<file path="src/rtl/sip_shift_accumulator.sv">
// -----------------------------------------------------------------------------
// sip_shift_accumulator
//
// Bit-serial shift accumulator sitting behind the per-PE dot-product adder.
// Each input beat carries one signed partial dot product (one 2-bit act slice
// times one 2-bit weight slice) plus the combined slice significance. The
// partial is sign-extended, left-shifted by that significance and summed over
// a group of beats framed by i_first / i_last. The finished sum is presented
// through a one-entry valid/ready output register.
//
// Ports:
//   i_CLK     clock, all state on rising edge
//   i_RSTn    asynchronous active-low reset
//   i_clear   synchronous abort of the open group and any pending result
//   i_valid   input beat valid
//   o_ready   block can accept a beat (combinational from i_ready)
//   i_psum    signed partial sum, IN_W bits
//   i_shift   left-shift amount, SHIFT_W bits
//   i_first   beat starts a group
//   i_last    beat ends a group
//   o_valid   o_result holds an unconsumed result
//   i_ready   downstream accepts result
//   o_result  signed accumulated result, ACC_W bits
//   o_err     sticky protocol-error flag (cleared only by reset)
//
// State  | meaning
// -------+----------------------------------------------
// IDLE   | no group open, next accepted beat opens one
// ACCUM  | group open, acc holds the running sum
// -----------------------------------------------------------------------------
module sip_shift_accumulator #(
    parameter int IN_W    = 9,
    parameter int SHIFT_W = 4,
    parameter int ACC_W   = 32
) (
    input  logic               i_CLK,
    input  logic               i_RSTn,
    input  logic               i_clear,
    input  logic               i_valid,
    output logic               o_ready,
    input  logic [IN_W-1:0]    i_psum,
    input  logic [SHIFT_W-1:0] i_shift,
    input  logic               i_first,
    input  logic               i_last,
    output logic               o_valid,
    input  logic               i_ready,
    output logic [ACC_W-1:0]   o_result,
    output logic               o_err
);

    localparam int EXT_W = ACC_W - IN_W;

    typedef enum logic {
        ST_IDLE  = 1'b0,
        ST_ACCUM = 1'b1
    } state_t;

    state_t             state, state_nxt;
    logic [ACC_W-1:0]   acc, acc_nxt;
    logic [ACC_W-1:0]   result_nxt;
    logic               valid_nxt;
    logic               err_nxt;
    logic [ACC_W-1:0]   term;
    logic [ACC_W-1:0]   sum;
    logic               accept;
    logic               opens_group;
    logic               framing_err;

    // A full output register only blocks input when downstream is also
    // stalled; a draining register can take a new result in the same cycle.
    assign o_ready = !o_valid || i_ready;
    assign accept  = i_valid && o_ready;

    // Bits shifted past ACC_W are dropped: plain mod 2^ACC_W arithmetic.
    assign term = {{EXT_W{i_psum[IN_W-1]}}, i_psum} << i_shift;

    // A beat arriving in IDLE always starts fresh, even without i_first;
    // an i_first inside an open group throws away the old running sum.
    assign opens_group = (state == ST_IDLE) || i_first;
    assign sum         = opens_group ? term : acc + term;
    assign framing_err = (state == ST_IDLE) != i_first;

    always_comb begin
        state_nxt  = state;
        acc_nxt    = acc;
        result_nxt = o_result;
        valid_nxt  = o_valid;
        err_nxt    = o_err;

        if (i_clear) begin
            state_nxt = ST_IDLE;
            acc_nxt   = '0;
            valid_nxt = 1'b0;
        end else begin
            if (o_valid && i_ready) begin
                valid_nxt = 1'b0;
            end
            if (accept) begin
                if (framing_err) begin
                    err_nxt = 1'b1;
                end
                if (i_last) begin
                    result_nxt = sum;
                    valid_nxt  = 1'b1;
                    acc_nxt    = '0;
                    state_nxt  = ST_IDLE;
                end else begin
                    acc_nxt   = sum;
                    state_nxt = ST_ACCUM;
                end
            end
        end
    end

    always_ff @(posedge i_CLK or negedge i_RSTn) begin
        if (!i_RSTn) begin
            state    <= ST_IDLE;
            acc      <= '0;
            o_result <= '0;
            o_valid  <= 1'b0;
            o_err    <= 1'b0;
        end else begin
            state    <= state_nxt;
            acc      <= acc_nxt;
            o_result <= result_nxt;
            o_valid  <= valid_nxt;
            o_err    <= err_nxt;
        end
    end

endmodule

</file>
<file path="config.mk">
export PLATFORM = sky130hd
export DESIGN_NAME = sip_shift_accumulator
export DESIGN_NICKNAME = d
export VERILOG_FILES = /design/src/rtl/sip_shift_accumulator.sv
export SDC_FILE = /design/constraint.sdc
export NUM_CORES = 1
export LEC_CHECK = 0
export BUFFER_PORTS_ARGS = -buffer_cell sky130_fd_sc_hd__buf_2
export CAP_MARGIN = 10
export CORE_UTILIZATION = 30
export DETAILED_ROUTE_END_ITERATION = 16
export PLACE_DENSITY = 0.45
export RECOVER_POWER = 25
export SLEW_MARGIN = 20
export SYNTH_ARGS = -nofsm -noshare
export SYNTH_HDL_FRONTEND = slang
export SYNTH_SLANG_ARGS = --single-unit
</file>
<file path="constraint.sdc">
create_clock -name i_CLK -period 5.45 [get_ports i_CLK]
set_input_delay 0.545 -clock i_CLK [delete_from_list [all_inputs] [get_ports i_CLK]]
set_output_delay 0.545 -clock i_CLK [all_outputs]
set_load 0.005 [all_outputs]
</file>
==> metrics <==
synthesized area per cell=8.498 µm²; CTS tree=built; row count=46; outcome=finished, violations left; Util after Layout=0.3543; Mapped Nets=642; Routed wire per std cell=16.80 µm; share of the synthesized area in the top cell type=0.3338; root buffer cell=clkbuf_16; routed wire length=14160 µm; origin of the critical flop-to-flop path=acc[1]; maximum vdd drop=0.1276 mV; placed insts=828; max-slew violations=68; cts bufs inserted=9; Netlist cell types=62; Area growth syn-to-layout=13.70%; Overall Global Routing Usage=0.1720; EDFF count, synth=0; CP Data Required Time=5.68 ns; CP endpoint kind=flop; fmax=0.2268 GHz; yosys warns=0; critical-path maximum fanout=12; Post-CTS Hold Fix Bufs=0; worst min-delay path startpoint=o_err; Worst R2R End=o_result[25]; clock buffer depth=2; hold path cells=1; clk_lat worst skew=0.34 ns; pwr dens=264.0 nW/µm²; startpoint types=input pin; Post-CTS Setup Bufs=0; Seq/Total Area, Yosys=0.3338; Avg Vias per Cell=5.335; vias in the first global route=4495; remaining antenna violation count=0; Die Ht=131.4 µm; initial antenna violation count=0; Post-Syn Instances=591; Slew @ Worst Pin=3.744 ns; hold endpoint=o_err; Worst-path clk slew=0.06 ns; DRC errors left=0; total power=1.508 mW; PostCTS Resize Cnt=0; Rel. slew slack=-1.496; H-tree lvl count=3; DR vias=4497; Die X=131.4 µm; Fin Setup TNS=0 ns; Mapped Area=5022 µm²; Nets=674; dpl cell area=5445 µm²; Final period util=0.8090; area leader, netlist=dfrtp_1; FF+latch area=1677 µm²; Final Hold Fails=0; critical path type=in2reg; Arr. time, crit path=4.64 ns; largest net degree at the start of global routing=68; Fill cells=1703; failing checks=max-capacitance violations, max-slew violations; fin crit period=4.409 ns; fraction of layout cells with a size suffix above 1=0.1627; Detailed Place HPWL=10690 µm; max cap viols=1; Starting Density=0.3116; core area=16120 µm²; RSZ-0062 raised after global routing=false; leakage=2.678 nW; I/O pins=55; multi-input logic area=3157 µm²; Design Area, Final=5710 µm²; commonest cells in the netlist=nand2_1, dfrtp_1, a21oi_1; Top FF cell, synth=dfrtp_1; fin cells=843; port bufs=54; first-pass GRT wire length=23460 µm; Yosys reg bits=67; ANT cells=0; die area=17260 µm²; Detailed Route Iter0 Violations=233; global route total overflow=0; r2r worst-path depth=10; Worst Hold Class=reg2reg; DR pass1 iterations=5; Sink Count=67; Worst Clk Skew=0.007210 ns; count leader, synth=nand2_1; FF-to-FF setup slack=2.33 ns; number of setup violations in the final report=0; GP Congestion=0.8813; Synth async-reset ratio=1.000; Area contributors post-synth=dfrtp_1, ha_1, nand2_1, a21oi_1, mux2i_1
[layer usage]
metal	vias to the layer above	part of all wire	global-route usage	wire length [µm]
met1	2172	0.47	0.2191	6622
met3	22	0.031	0.02971	434
li1	2218	-	-	-
met5	-	0	0	0
met4	0	0.022	0.07364	310
met2	85	0.48	0.2855	6797
[cell usage in the layout, fill, tap and decap left out, types with 3 or more instances in the layout]
cell       Yosys  final
a31o_2         4      4
a21oi_1       48     47
nor3_1         8      8
a221o_1        5      5
a211oi_1       5      5
a21o_1        21     21
xnor2_1       18     18
o32ai_1        3      3
o22ai_1        5      5
nand2_1       84     83
clkinv_2       0      3
a22o_1         8      8
nand2b_1       7      7
mux2i_1       21     21
ha_1          30     30
o21bai_1       6      6
dfrtp_1       67     67
o21ai_0       25     25
nand4_1        6      6
nor2b_1        6      6
mux2_2        14     14
xor2_1         9      9
clkbuf_16      0      9
o21a_1         5      5
a31oi_1        5      5
a22oi_1        5      5
nand3_1       10     10
buf_2          3     54
buf_4          1      3
o21ai_1       38     38
nor2_1        37     37
and2_1         4      4
or3_1          7      7
inv_1         11     11
[critical path: stages]
cell,delay (ns)
buf_2,0.24
mux2i_1,0.52
mux2_2,0.31
mux2_2,0.19
a21oi_1,0.17
ha_1,0.49
nand2_1,0.11
nor2_1,0.19
nand3_1,0.14
or3_1,0.35
nor3_1,0.34
or2_1,0.18
a21o_1,0.18
a31oi_1,0.12
xnor2_1,0.21
a221o_1,0.34
[sequential cells by signal, summed over array words and instances (netlist names)]
name	flops
state	1
o_err	1
o_result	32
o_valid	1
acc	32
[kinds of logic (layout without fill, tap and decap cells)]
group,after synthesis,after routing,synth area share
xor gates and xnor gates,27,27,0.04709
and+or+nand+nor,178,178,0.1599
adders and majority gates,32,32,0.08097
buffers and inverters,48,84,0.03886
AOI/OAI and AO/OA,203,203,0.2616
muxes,36,36,0.07773
DFF,67,67,0.3338
[stage by stage]
step,hold slack [ns],setup WS [ns]
6_report,0.4558,1.041
5_1_grt,0.4746,0.7243
2_1_floorplan,0.2494,1.486
3_5_place_dp,0.4453,0.7229
4_1_cts,0.4425,1.069
3_3_place_gp,0.4452,0.7111
[layout make-up]
class                      count  area share
sequential                    67      0.2936
clock buffer                  10     0.04185
timing repair buffer          58     0.05193
tap                          216     0.04733
clock inverter                 5    0.005259
inverter                      11    0.007230
multi-input combinational    476      0.5528
[worst max-delay path by stage]
stage | from | endpoint
after global placement | i_shift[0] | o_result[25]
final | i_shift[0] | o_result[25]
after global routing | i_shift[0] | acc[25]
after CTS | i_shift[0] | o_result[25]
after detailed placement | i_shift[0] | o_result[25]
after floorplan | i_shift[1] | acc[31]
[report_power, final]
| group | internal (mW) | switching [mW] |
|---|---|---|
| Clock | 0.315 | 0.219 |
| Combinational | 0.158 | 0.234 |
| Sequential | 0.553 | 0.0307 |
| Total | 1.02 | 0.483 |
No activity file was read; power rests on OpenSTA's default activity.
